$ cat config.mk
export PLATFORM = sky130hd
export DESIGN_NAME = crossbar_rr_arbiter
export DESIGN_NICKNAME = d
export VERILOG_FILES = /design/src/rtl/crossbar_arb_pkg.sv /design/src/rtl/rr_picker.sv /design/src/rtl/crossbar_rr_arbiter.sv
export SDC_FILE = /design/constraint.sdc
export NUM_CORES = 1
export LEC_CHECK = 0
export ABC_AREA = 1
export BUFFER_PORTS_ARGS = -buffer_cell sky130_fd_sc_hd__buf_2
export CAP_MARGIN = 20
export CORE_MARGIN = 4
export CORE_UTILIZATION = 30
export CTS_CLUSTER_SIZE = 30
export DETAILED_ROUTE_END_ITERATION = 10
export PLACE_DENSITY = 0.52
export RECOVER_POWER = 50
export SETUP_SLACK_MARGIN = 0.3
export SYNTH_ARGS = -nofsm -noshare
export SYNTH_HDL_FRONTEND = slang
export SYNTH_SLANG_ARGS = --single-unit
export TNS_END_PERCENT = 5
$ cat constraint.sdc
create_clock -name clk -period 1.7 [get_ports clk]
set_input_delay 0.085 -clock clk [delete_from_list [all_inputs] [get_ports clk]]
set_output_delay 0.085 -clock clk [all_outputs]
set_load 0.05 [all_outputs]
$ cat src/rtl/crossbar_arb_pkg.sv
// Shared types and sizing helpers for the crossbar round-robin arbiter.
// Contents: per-slave FSM state enum, default crossbar geometry,
// slave-select width helper and the grant row type.
package crossbar_arb_pkg;

    // Default crossbar geometry; ADDR_WIDTH mirrors the master interface width.
    localparam int unsigned QTY_OF_DEVICES = 4;
    localparam int unsigned ADDR_WIDTH     = 32;

    typedef enum logic [1:0] {
        IDLE    = 2'd0,
        GRANTED = 2'd1,
        RELEASE = 2'd2
    } arb_state_t;

    // Number of address MSBs needed to select one of n slaves.
    function automatic int unsigned sel_width(input int unsigned n);
        return (n <= 1) ? 1 : $clog2(n);
    endfunction

    typedef logic [QTY_OF_DEVICES-1:0] grant_row_t;

endpackage

$ cat src/rtl/rr_picker.sv
// Combinational round-robin picker: returns the first set request bit at or
// above ptr, wrapping modulo N.
// Ports: req (request vector), ptr (search start), onehot (winner as one-hot,
// zero when no request), idx (winner index, zero when no request).
module rr_picker
    import crossbar_arb_pkg::*;
#(
    parameter int unsigned N  = 4,
    parameter int unsigned IW = 2
) (
    input  logic [N-1:0]  req,
    input  logic [IW-1:0] ptr,
    output logic [N-1:0]  onehot,
    output logic [IW-1:0] idx
);

    // Rotating scan starting at ptr; first hit wins.
    always_comb begin
        logic          found;
        logic [IW-1:0] cand;
        found  = 1'b0;
        cand   = '0;
        onehot = '0;
        idx    = '0;
        for (int i = 0; i < N; i++) begin
            cand = IW'((32'(ptr) + 32'(i)) % N);
            if (!found && req[cand]) begin
                found        = 1'b1;
                onehot[cand] = 1'b1;
                idx          = cand;
            end
        end
    end

endmodule

$ cat src/rtl/crossbar_rr_arbiter.sv
// Per-slave round-robin arbiter producing the crossbar grant matrix.
// Each slave runs an IDLE/GRANTED/RELEASE FSM; a grant is held until the
// slave's session_is_finished pulse, followed by one dead RELEASE cycle.
// Build option: define ARB_TIMEOUT_EN to add a per-grant watchdog
// (TIMEOUT_CYCLES) and the timeout_pulse output.
// Ports:
//   clk, rst             - clock, asynchronous active-high reset
//   master_req           - per-master request level
//   master_addr          - per-master address; MSBs select the slave
//   session_is_finished  - per-slave end-of-transaction pulse
//   granted_matrix       - registered; [s][m]=1 connects slave s to master m
//   slave_busy           - registered; slave s holds a grant
//   timeout_pulse        - (ARB_TIMEOUT_EN only) one-cycle forced-release flag
module crossbar_rr_arbiter
    import crossbar_arb_pkg::*;
#(
    parameter int unsigned QTY_OF_DEVICES = crossbar_arb_pkg::QTY_OF_DEVICES,
    parameter int unsigned ADDR_WIDTH     = crossbar_arb_pkg::ADDR_WIDTH,
    parameter int unsigned SEL_WIDTH      = sel_width(QTY_OF_DEVICES)
`ifdef ARB_TIMEOUT_EN
    ,
    parameter int unsigned TIMEOUT_CYCLES = 256
`endif
) (
    input  logic                                          clk,
    input  logic                                          rst,
    input  logic [QTY_OF_DEVICES-1:0]                     master_req,
    input  logic [QTY_OF_DEVICES-1:0][ADDR_WIDTH-1:0]     master_addr,
    input  logic [QTY_OF_DEVICES-1:0]                     session_is_finished,
    output logic [QTY_OF_DEVICES-1:0][QTY_OF_DEVICES-1:0] granted_matrix,
    output logic [QTY_OF_DEVICES-1:0]                     slave_busy
`ifdef ARB_TIMEOUT_EN
    ,
    output logic [QTY_OF_DEVICES-1:0]                     timeout_pulse
`endif
);

    localparam int unsigned Q = QTY_OF_DEVICES;

    arb_state_t           state    [Q];
    arb_state_t           state_nx [Q];
    logic [SEL_WIDTH-1:0] ptr      [Q];
    logic [SEL_WIDTH-1:0] ptr_nx   [Q];
    logic [SEL_WIDTH-1:0] win      [Q];
    logic [SEL_WIDTH-1:0] win_nx   [Q];
    logic [Q-1:0][Q-1:0]  grant_nx;
    logic [Q-1:0]         busy_nx;

    logic [Q-1:0]         held;
    logic [Q-1:0]         req_vec  [Q];
    logic [Q-1:0]         pick_oh  [Q];
    logic [SEL_WIDTH-1:0] pick_idx [Q];
    logic                 addr_lsbs_unused;

`ifdef ARB_TIMEOUT_EN
    localparam int unsigned CNT_W = (TIMEOUT_CYCLES <= 2) ? 1 : $clog2(TIMEOUT_CYCLES);
    logic [CNT_W-1:0] cnt    [Q];
    logic [CNT_W-1:0] cnt_nx [Q];
    logic [Q-1:0]     pulse_nx;
`endif

    // Masters already connected anywhere are masked so each holds at most one grant.
    always_comb begin
        held = '0;
        for (int s = 0; s < Q; s++) begin
            held = held | granted_matrix[s];
        end
    end

    // Decode target slave per master and build per-slave request vectors.
    always_comb begin
        for (int s = 0; s < Q; s++) begin
            req_vec[s] = '0;
            for (int m = 0; m < Q; m++) begin
                req_vec[s][m] = master_req[m] && !held[m] &&
                                (master_addr[m][ADDR_WIDTH-1 -: SEL_WIDTH] == SEL_WIDTH'(s));
            end
        end
    end

    // Address bits below the slave select carry no arbitration meaning.
    always_comb begin
        addr_lsbs_unused = 1'b0;
        for (int m = 0; m < Q; m++) begin
            addr_lsbs_unused = addr_lsbs_unused ^ (^master_addr[m][ADDR_WIDTH-SEL_WIDTH-1:0]);
        end
    end

    for (genvar s = 0; s < Q; s++) begin : g_pick
        rr_picker #(.N(Q), .IW(SEL_WIDTH)) u_pick (
            .req    (req_vec[s]),
            .ptr    (ptr[s]),
            .onehot (pick_oh[s]),
            .idx    (pick_idx[s])
        );
    end

    // Per-slave next-state and next-output logic.
    always_comb begin
        logic rel;
        rel = 1'b0;
        for (int s = 0; s < Q; s++) begin
            state_nx[s] = state[s];
            ptr_nx[s]   = ptr[s];
            win_nx[s]   = win[s];
            grant_nx[s] = granted_matrix[s];
            busy_nx[s]  = slave_busy[s];
`ifdef ARB_TIMEOUT_EN
            cnt_nx[s]   = cnt[s];
            pulse_nx[s] = 1'b0;
`endif
            rel = 1'b0;
            unique case (state[s])
                IDLE: begin
                    if (|req_vec[s]) begin
                        state_nx[s] = GRANTED;
                        grant_nx[s] = pick_oh[s];
                        busy_nx[s]  = 1'b1;
                        win_nx[s]   = pick_idx[s];
`ifdef ARB_TIMEOUT_EN
                        cnt_nx[s]   = '0;
`endif
                    end
                end
                GRANTED: begin
                    rel = session_is_finished[s];
`ifdef ARB_TIMEOUT_EN
                    // Finished on the limit cycle takes priority over the watchdog.
                    if (!session_is_finished[s] && cnt[s] == CNT_W'(TIMEOUT_CYCLES - 1)) begin
                        rel         = 1'b1;
                        pulse_nx[s] = 1'b1;
                    end else begin
                        cnt_nx[s] = cnt[s] + CNT_W'(1);
                    end
`endif
                    if (rel) begin
                        state_nx[s] = RELEASE;
                        grant_nx[s] = '0;
                        busy_nx[s]  = 1'b0;
                        ptr_nx[s]   = (win[s] == SEL_WIDTH'(Q - 1)) ? '0 : win[s] + SEL_WIDTH'(1);
                    end
                end
                RELEASE: state_nx[s] = IDLE;
                default: state_nx[s] = IDLE;
            endcase
        end
    end

    // State and registered outputs.
    always_ff @(posedge clk or posedge rst) begin
        if (rst) begin
            for (int s = 0; s < Q; s++) begin
                state[s] <= IDLE;
                ptr[s]   <= '0;
                win[s]   <= '0;
`ifdef ARB_TIMEOUT_EN
                cnt[s]   <= '0;
`endif
            end
            granted_matrix <= '0;
            slave_busy     <= '0;
`ifdef ARB_TIMEOUT_EN
            timeout_pulse  <= '0;
`endif
        end else begin
            for (int s = 0; s < Q; s++) begin
                state[s] <= state_nx[s];
                ptr[s]   <= ptr_nx[s];
                win[s]   <= win_nx[s];
`ifdef ARB_TIMEOUT_EN
                cnt[s]   <= cnt_nx[s];
`endif
            end
            granted_matrix <= grant_nx;
            slave_busy     <= busy_nx;
`ifdef ARB_TIMEOUT_EN
            timeout_pulse  <= pulse_nx;
`endif
        end
    end

    // Column invariant: a master is connected to at most one slave.
    logic col_ok_c;
    always_comb begin
        logic [Q-1:0] col;
        col      = '0;
        col_ok_c = 1'b1;
        for (int m = 0; m < Q; m++) begin
            for (int s = 0; s < Q; s++) begin
                col[s] = granted_matrix[s][m];
            end
            if ($countones(col) > 1) begin
                col_ok_c = 1'b0;
            end
        end
    end

    a_one_grant_per_master: assert property (@(posedge clk) disable iff (rst) col_ok_c);

endmodule
==> impl_metrics.py, run 1 <==
metrics = {
    "worst_setup_path": {
        "reg2reg_slack_ns": -0.12,
        "worstReg2RegEnd": "granted_matrix[12]",
        "rr_worst_depth": 12,
        "crit_path_end_kind": "register",
        "crit_type": "reg -> reg",
        "cp_data_arrival_time_ns": 2.01,
        "path_max_fanout": 11,
        "critPathRequiredTime_ns": 1.89,
        "r2r-start": "granted_matrix[14]",
        "critPathLaunchType": "register",
    },
    "finish": {
        "fin_area_mm2": 0.00542,
        "area_growth_pct": 31.9,
        "num-fill-cells": 1425,
        "instances_no_fill": 878,
        "layout-drive-gt1-share_pct": 34.8,
        "n_antenna_cell": 0,
        "num-nets-final": 871,
        "fin_util_pct": 40.6,
    },
    "yosys": {
        "netlist_area_mm2": 0.00411,
        "synth_cells": 592,
        "synthDistinctLibCells": 24,
        "yosysMostFrequentCell": "nand2_1",
        "yosys_register_bits": 44,
        "synth_flop_cell": "dfrtp_1",
        "seq_area_frac_synth_pct": 26.8,
        "yosysTopAreaCell": "dfrtp_1",
        "synth_top_area_share_pct": 26.8,
        "synthTopCellsByArea": "dfrtp_1 (27%), nand2_1 (18%), nand3_1 (16%)",
        "yosys-top-cells-count": "nand2_1 (195), nand3_1 (134), inv_1 (49)",
        "ys_warn_count": 0,
        "synth_edf_count": 0,
        "syn_nets": 762,
        "ys_async_sr_fraction_pct": 100,
        "syn_avg_cell_area_um2": 6.94,
    },
    "sta": {
        "finClkSkew_ns": 0.00960,
        "final.setup.tns_ns": -1.65,
        "rsz0062_at_grt": "yes",
        "final_hold_viol_count": 0,
        "timing.final.crit_period_ns": 1.82,
        "max-slew-margin-rel_pct": 54.3,
        "fin_crit_sh_pct": 107,
        "worstMarginPinSlew_ns": 0.684,
        "slew_violations": 0,
        "hold_slack_ns": 0.436,
        "setup_viol": 24,
        "max_freq_mhz": 549,
        "setup_slack_ns": -0.123,
    },
    "drt": {
        "vias": 4236,
        "ant_nets": 0,
        "viasPerCell": 4.82,
        "first_iter_violations": 231,
        "routedWlPerCell_um": 13.5,
        "firstDrtPassIters": 4,
        "drc_errors": 0,
        "wl_mm": 11.9,
    },
    "clocking": {
        "tritoncts": "yes",
        "cts.sinks": 44,
        "clkTransAtPathRegs_ns": 0.07,
        "worstSkewPairLatency_ns": 0.30,
        "clockRootBuffer": "clkbuf_16",
        "numCtsBuffers": 5,
        "htreeDepth": 2,
        "cts_buffer_depth": 2,
    },
    "floorplanning": {
        "coreArea_mm2": 0.0133,
        "dieArea_mm2": 0.0156,
        "io_pins": 158,
        "die_h_um": 125,
        "fp.dieW_um": 125,
        "std_cell_rows": 42,
        "start_util_pct": 30.8,
    },
    "place": {
        "dp.cells": 862,
        "place_area_mm2": 0.00502,
        "gp_congestion": 0.890,
        "port-buffer-count": 37,
        "place_ws_ns": -0.120,
        "hpwl_mm": 9.17,
    },
    "grt": {
        "antenna_found_initial": 0,
        "grt_max_degree": 28,
        "grt-ovfl-total": 0,
        "grt_pass1_wl_mm": 20.0,
        "grt_pass1_vias": 4139,
        "grt_use_total_pct": 15.4,
    },
    "status": {
        "status": "finished with violations",
        "violations": "setup timing",
    },
    "power_and_ir_drop": {
        "ir_drop_uv": 914,
        "power_density_mw_per_mm2": 1980,
        "p_leak_nw": 2.85,
        "power.total_mw": 10.8,
    },
    "min_path": {
        "hp-class": "in -> async",
    },
    "job": {
        "drv_cap": 0,
    },
}
## cell families after synthesis
group / Yosys count / share of synthesized area (%)
AO/OA/AOI/OAI: 19 / 2.86
buffers and inverters: 67 / 7.28
adder cells (fa/ha/maj): 32 / 9.75
AND/OR/NAND/NOR: 430 / 53.3
flip-flops: 44 / 26.8
## repair_timing
action	CTS	global route
pin swaps	17	32
setup endpoints to repair	32	32
buffers inserted	2	0
gates cloned	1	0
hold buffers	5	0
gates resized for setup	17	32
hold endpoints to repair	21	0
## worst max-delay path, stage by stage, from the launching register on
cell and delay (ns):
dfrtp_2 0.42, nor2_4 0.22, nand2_4 0.10, nor2_8 0.20
nand3_4 0.09, nand2_1 0.10, nand2_2 0.08, nand2_4 0.11
nor2_4 0.08, nand3_1 0.08, nand3_1 0.08, nand2_1 0.09
nand2_1 0.06
## layout make-up
| cell class | instances | area, um^2 | area share [%] |
|---|---|---|---|
| Inverter | 58 | 226 | 4.18 |
| Clock buffer | 8 | 146 | 2.70 |
| Sequential cell | 44 | 1120 | 20.7 |
| Timing Repair Buffer | 110 | 773 | 14.3 |
| Tap cell | 176 | 220 | 4.06 |
| Multi-Input combinational cell | 482 | 2930 | 54.1 |
## layer usage
metal	vias up	wire, um	track usage, %
li1	2158	-	-
met1	2008	5650	20.3
met2	61	5670	25.9
met3	9	440	3.33
met4	0	108	3.38
met5	-	0	0
## worst max path at each step
stage                     slack (ns)                  to  cells after the start          startpoint
after detailed placement       -0.12  granted_matrix[12]                     11   granted_matrix[0]
after global placement         -0.09   granted_matrix[2]                     11  granted_matrix[14]
after CTS                      -0.09   granted_matrix[8]                     11  granted_matrix[10]
after global routing           -0.21  granted_matrix[12]                     12  granted_matrix[14]
after floorplan                -0.06  granted_matrix[14]                     13   granted_matrix[7]
final                          -0.12  granted_matrix[12]                     12  granted_matrix[14]
## registers in the layout (all words and copies together) (netlist names)
| signal | count |
|---|---|
| win | 8 |
| slave_busy | 4 |
| state | 8 |
| granted_matrix | 16 |
| ptr | 8 |
## cells in the final DEF (no fill, tap or decap), drive strengths merged
cell / count
buf: 104
dlygate4sd3: 5
nand2: 218
o21a: 1
clkinv: 2
o31ai: 8
o21ai: 4
clkinvlp: 2
ha: 32
dfrtp: 44
inv: 54
a21oi: 6
clkbuf: 9
nand4: 10
nor2: 48
nor3: 4
nand3: 151
## power by group
| group | total, mW | internal, mW | switching, mW |
|---|---|---|---|
| logic | 7.98 | 2.96 | 5.03 |
| registers | 1.75 | 1.46 | 0.295 |
| clock network | 1.02 | 0.588 | 0.429 |
| total | 10.8 | 5.00 | 5.75 |
Power figures use the tool's default switching activity.
==> inputs of run 2 (changes only) <==
RECOVER_POWER = 100   (was 50)
==> run 2 against run 1 <==
The flow still finishes with violations (setup timing). Global-route usage is the same. Fmax increased by 0.22%. Sequential share of layout area rose by 0.11 points. First-iteration DRC count is 3.5% lower. Power shrank 0.50%. Die area stayed put. Non-clock buffer count stayed put. Routed wire length hardly changed. Via count fell by 0.50%. Combinational power decreased by 0.6%. Final cell count is the same.
==> impl_metrics.py, run 2 (same netlist as run 1, synthesis figures left out) <==
metrics = {
    "status": {
        "status": "finished with violations",
        "violations": "setup timing",
    },
    "finish": {
        "layout-drive-gt1-share_pct": 31.8,
        "n_antenna_cell": 0,
        "layout_commonest_cell": "nand2_1",
        "final_cell_mix": "nand2_1 (179), nand3_1 (123), buf_4 (60)",
        "fin_area_mm2": 0.00539,
        "largest_register": "granted_matrix",
        "num-nets-final": 871,
        "largest_reg_flops": 16,
        "area_growth_pct": 31.3,
    },
    "worst_setup_path": {
        "cp_slowest_cell": "dfrtp_2",
        "critPathRequiredTime_ns": 1.89,
        "rr_worst_depth": 12,
        "crit_path_end_kind": "register",
        "critPathLaunch": "granted_matrix[14]",
        "path_cells": "nor2_4 > nand2_4 > nor2_8 > nand3_4 > nand2_1 > nand2_2 > nand2_4 > nor2_4 > nand3_1 > nand3_1 > nand2_1 > nand2_1",
        "critPathLaunchType": "register",
        "crit_type": "reg -> reg",
        "critPathTopFamily": "simple AND/OR/NAND/NOR gates",
        "r2r-start": "granted_matrix[14]",
        "cp_data_arrival_time_ns": 2.01,
        "worstReg2RegEnd": "granted_matrix[12]",
        "path_max_fanout": 11,
        "crit_path_frequent_cell": "nand2_1",
        "reg2reg_slack_ns": -0.12,
        "crit_buf_inv": 0,
        "critPathMaxStageDelay_ns": 0.42,
    },
    "grt": {
        "grt_max_degree": 28,
        "met3_usage_pct": 3.33,
        "grt_busiest_layer": "met2",
        "grt-ovfl-total": 0,
        "antenna_found_initial": 0,
        "grt_use_total_pct": 15.4,
        "grt_util_met1_pct": 20.3,
        "grt_pass1_vias": 4139,
        "grtUsageMet2_pct": 25.9,
        "grt_pass1_wl_mm": 20.0,
    },
    "clocking": {
        "clkTransAtPathRegs_ns": 0.07,
        "numCtsBuffers": 5,
        "worstSkewPairLatency_ns": 0.30,
        "cts.sinks": 44,
        "tritoncts": "yes",
        "clockRootBuffer": "clkbuf_16",
        "htreeDepth": 2,
        "cts_buffer_depth": 2,
    },
    "sta": {
        "timing.final.crit_period_ns": 1.82,
        "rsz0062_at_grt": "yes",
        "worstMarginPinSlew_ns": 0.685,
        "max-slew-margin-rel_pct": 54.3,
        "hold_slack_ns": 0.437,
        "max_freq_mhz": 550,
        "fin_crit_sh_pct": 107,
        "slew_violations": 0,
        "finClkSkew_ns": 0.00947,
        "final.setup.tns_ns": -1.57,
        "final_hold_viol_count": 0,
        "setup_viol": 24,
        "setup_slack_ns": -0.119,
    },
    "power_and_ir_drop": {
        "power_density_mw_per_mm2": 1980,
        "combPwrFrac_pct": 74.1,
        "p_int_mw": 4.95,
        "p_seq_share_pct": 16.4,
        "p_leak_nw": 2.77,
        "switching_share_pct": 53.7,
        "power_frac_clock_pct": 9.5,
        "ir_drop_uv": 899,
        "p_switching_mw": 5.74,
    },
    "place": {
        "port-buffer-count": 37,
        "gp_congestion": 0.890,
        "hpwl_mm": 9.17,
        "place_ws_ns": -0.120,
        "place_area_mm2": 0.00502,
    },
    "min_path": {
        "hp-class": "in -> async",
    },
    "job": {
        "drv_cap": 0,
    },
    "drt": {
        "drc_errors": 0,
        "routedWlPerCell_um": 13.5,
        "vias": 4215,
        "first_iter_violations": 223,
        "viasPerCell": 4.80,
        "firstDrtPassIters": 4,
        "ant_nets": 0,
        "wl_mm": 11.9,
    },
    "floorplanning": {
        "std_cell_rows": 42,
        "dieArea_mm2": 0.0156,
        "die_h_um": 125,
        "fp.dieW_um": 125,
        "io_pins": 158,
        "start_util_pct": 30.8,
        "coreArea_mm2": 0.0133,
    },
}
[run 2: how the worst max path moves through the flow]
stage | end | slack, ns | cells after the start
2_1_floorplan | granted_matrix[14] | -0.06 | 13
3_3_place_gp | granted_matrix[2] | -0.09 | 11
3_5_place_dp | granted_matrix[12] | -0.12 | 11
4_1_cts | granted_matrix[8] | -0.09 | 11
5_1_grt | granted_matrix[12] | -0.21 | 12
6_report | granted_matrix[12] | -0.12 | 12
[run 2: timing repair]
item / 4_1_cts / 5_1_grt
endpoints found under the hold margin: 21 / 0
resized for setup: 17 / 32
hold buffers: 5 / 0
buffers inserted: 2 / 0
gates cloned: 1 / 0
pin swaps: 17 / 32
setup endpoints to repair: 32 / 32
[run 2: power groups by stage]
stage	clock (mW)	combinational, mW	sequential (mW)
6_report	1.02	7.93	1.75
5_1_grt	1.10	8.77	1.81
4_1_cts	1.05	7.73	1.75
3_5_place_dp	0	7.43	1.77
3_3_place_gp	0	7.34	1.76
2_1_floorplan	0	4.73	2.32
[run 2: routing by layer]
| metal | up-vias | part of all wire, % | wire length [um] |
|---|---|---|---|
| li1 | 2157 | - | - |
| met1 | 1998 | 48 | 5670 |
| met2 | 51 | 48 | 5680 |
| met3 | 9 | 3.4 | 407 |
| met4 | 0 | 0.91 | 108 |
| met5 | - | 0 | 0 |
[run 2: cell type report]
type	count	area, um^2
timing repair buffer	110	746
inverter	58	226
clock buffer	8	146
fill	1435	7960
multi-input combinational	482	2930
sequential	44	1120
tap	176	220
[run 2: worst register-to-register path: stages (launching register included)]
cell and delay (ns):
dfrtp_2 0.42, nor2_4 0.22, nand2_4 0.10, nor2_8 0.20
nand3_4 0.09, nand2_1 0.10, nand2_2 0.08, nand2_4 0.11
nor2_4 0.08, nand3_1 0.08, nand3_1 0.08, nand2_1 0.09
nand2_1 0.06
[run 2: through the flow]
| stage | util, % | total power [mW] | std cells |
|---|---|---|---|
| after detailed placement | 37.6 | 9.20 | 862 |
| after global routing | 40.4 | 11.7 | 878 |
| after floorplan | - | 7.06 | 592 |
| after global placement | 37.6 | 9.09 | 862 |
| after CTS | 39.8 | 10.5 | 878 |
| final | 40.4 | 10.7 | 878 |
==> inputs of run 3 (changes only) <==
BUFFER_PORTS_ARGS = default   (was -buffer_cell sky130_fd_sc_hd__buf_2)
DONT_BUFFER_PORTS = 1   (was default)
PLACE_DENSITY = 0.42   (was 0.52)
SYNTH_HIERARCHICAL = 1   (was default)
==> run 3 against run 2 <==
The run still ends with setup timing left. Sequential share of layout area grew 0.22 points. Clock power about the same. Area after synthesis down 2.1%. Power is 4.8% higher. Core utilization increased by 0.056 points. Synthesized cell count down 3.2%. Setup slack got worse by 0.084 ns. Clock skew down 0.0061 ns. Non-clock buffer count decreased by 34. Combinational power up 3.3%. First-iteration DRC count decreased by 23%. Highest routed layer unchanged.
==> impl_metrics.py, run 3 <==
metrics = {
    "status": {
        "status": "finished with violations",
        "violations": "setup timing",
    },
    "floorplanning": {
        "io_pins": 158,
        "std_cell_rows": 42,
        "coreArea_mm2": 0.0132,
        "dieArea_mm2": 0.0153,
        "die_h_um": 124,
        "start_util_pct": 30.5,
        "fp.dieW_um": 124,
    },
    "worst_setup_path": {
        "crit_buf_inv": 2,
        "path_cells": "nor2_4 > buf_6 > nand3_4 > nor2_4 > inv_2 > nand2_2 > nand3_4 > nand2_8 > nor2_4 > a21oi_2 > nand3_1 > nand3_1 > nand2_1",
        "path_max_fanout": 7,
        "cp_data_arrival_time_ns": 2.09,
        "critPathTopFamily": "simple AND/OR/NAND/NOR gates",
        "critPathRequiredTime_ns": 1.89,
        "critPathLaunchType": "register",
        "cp_slowest_cell": "dfrtp_2",
        "crit_path_end_kind": "register",
        "crit_type": "reg -> reg",
        "crit_path_frequent_cell": "nor2_4",
        "critPathMaxStageDelay_ns": 0.43,
    },
    "clocking": {
        "cts_buffer_depth": 2,
        "clockRootBuffer": "clkbuf_16",
        "clkTransAtPathRegs_ns": 0.06,
        "cts.sinks": 44,
        "htreeDepth": 2,
        "worstSkewPairLatency_ns": 0.30,
        "tritoncts": "yes",
        "numCtsBuffers": 5,
    },
    "place": {
        "gp_congestion": 0.871,
        "port-buffer-count": 0,
        "hpwl_mm": 9.05,
        "place_area_mm2": 0.00470,
    },
    "yosys": {
        "synthTopCellsByArea": "dfrtp_1 (27%), nand3_1 (16%), nand2_1 (14%)",
        "ys_warn_count": 6,
        "yosys-top-cells-count": "nand2_1 (145), nand3_1 (132), inv_1 (57)",
        "syn_nets": 735,
        "synth_flop_cell": "dfrtp_1",
        "synth_cells": 573,
        "synth_top_area_share_pct": 27.4,
        "seq_area_frac_synth_pct": 27.4,
        "yosys_register_bits": 44,
        "synth_edf_count": 0,
        "yosysTopAreaCell": "dfrtp_1",
        "yosysMostFrequentCell": "nand2_1",
        "netlist_area_mm2": 0.00402,
        "syn_avg_cell_area_um2": 7.02,
        "synthDistinctLibCells": 22,
        "ys_async_sr_fraction_pct": 100,
    },
    "sta": {
        "finClkSkew_ns": 0.00342,
        "slew_violations": 0,
        "setup_viol": 24,
        "fin_crit_sh_pct": 112,
        "rsz0062_at_grt": "yes",
        "worstMarginPinSlew_ns": 0.708,
        "setup_slack_ns": -0.203,
        "timing.final.crit_period_ns": 1.90,
        "final_hold_viol_count": 0,
        "max-slew-margin-rel_pct": 52.8,
        "max_freq_mhz": 525,
    },
    "power_and_ir_drop": {
        "power.total_mw": 11.2,
        "p_leak_nw": 2.63,
        "power_density_mw_per_mm2": 2100,
        "ir_drop_uv": 744,
    },
    "finish": {
        "largest_register": "granted_matrix",
        "final_cell_mix": "nand2_1 (125), nand3_1 (121), buf_4 (48)",
        "area_growth_pct": 32.6,
        "n_antenna_cell": 0,
        "layout_commonest_cell": "nand2_1",
        "num-nets-final": 814,
        "fin_area_mm2": 0.00533,
        "largest_reg_flops": 16,
        "fin_util_pct": 40.4,
        "layout-drive-gt1-share_pct": 32.9,
    },
    "grt": {
        "grt-ovfl-total": 0,
        "grt_max_degree": 19,
        "antenna_found_initial": 0,
        "grt_pass1_wl_mm": 19.0,
        "grt_use_total_pct": 15.8,
        "grt_pass1_vias": 3872,
    },
    "job": {
        "drv_cap": 0,
    },
    "drt": {
        "ant_nets": 0,
        "routedWlPerCell_um": 13.9,
        "first_iter_violations": 172,
        "wl_mm": 11.5,
        "drc_errors": 0,
        "firstDrtPassIters": 5,
        "vias": 3948,
        "viasPerCell": 4.76,
    },
    "min_path": {
        "hp-class": "in -> reg",
    },
}
## run 3: area by class of cell
type	count	area [um^2]
clock buffers	8	146
well taps	176	220
flip-flops and latches	44	1120
fillers	1385	7860
repair buffers	76	553
inverters	63	270
multi-input cells	462	3020
## run 3: final timing paths
| path | endpoint | depth (start not counted) | slack [ns] | startpoint |
|---|---|---|---|---|
| min in group asynchronous | slave_busy[0] | 2 | 0.26 | rst |
| worst min-delay path | state[1] | 2 | 0.15 | session_is_finished[3] |
| worst max-delay path | granted_matrix[3] | 13 | -0.20 | granted_matrix[3] |
| worst min register to register | win[1] | 2 | 0.48 | win[1] |
| max in group asynchronous | granted_matrix[13] | 3 | 0.56 | rst |
| worst max register to register | granted_matrix[3] | 13 | -0.20 | granted_matrix[3] |
## run 3: metal layers
| metal | vias up | share of wire, % | track usage (%) |
|---|---|---|---|
| met5 | - | 0 | 0 |
| met4 | 0 | 0.93 | 3.74 |
| met3 | 6 | 4.9 | 3.95 |
| met2 | 55 | 47 | 26.1 |
| met1 | 1844 | 47 | 20.8 |
| li1 | 2043 | - | - |
## run 3: per-stage QoR
step                      std cells  setup slack [ns]  hold WS, ns  setup TNS [ns]
after floorplan                 573            -0.145        0.171           -2.86
after global placement          806            -0.454      -0.0671           -8.99
after detailed placement        806            -0.430      -0.0690           -8.58
after CTS                       821            -0.196       0.0417           -3.73
after global routing            829            -0.321        0.170           -6.97
final                           829            -0.203        0.147           -3.95
## run 3: what timing repair did
item | 4_1_cts | 5_1_grt
endpoints found under the setup margin | 32 | 32
hold endpoints to repair | 48 | 0
pin swaps | 36 | 42
setup buffers | 2 | 8
resized for setup | 54 | 65
hold buffers | 5 | 0
## run 3: where the power goes
group	internal, mW	switching (mW)	total, mW	leakage (nW)
Sequential	1.48	0.512	2.00	0.542
Clock	0.588	0.440	1.03	0.0712
Combinational	2.97	5.22	8.19	2.01
Total	5.05	6.17	11.2	2.63
## run 3: cell families (layout without fill, tap and decap cells)
group                    after synthesis  after routing  synth area share, %
flip-flops                            44             44                 27.4
buffers and inverters                 67            147                 7.84
AND/OR/NAND/NOR                      386            386                 49.3
AO/OA/AOI/OAI                         52             52                 7.97
adder cells (fa/ha/maj)               24             24                 7.47
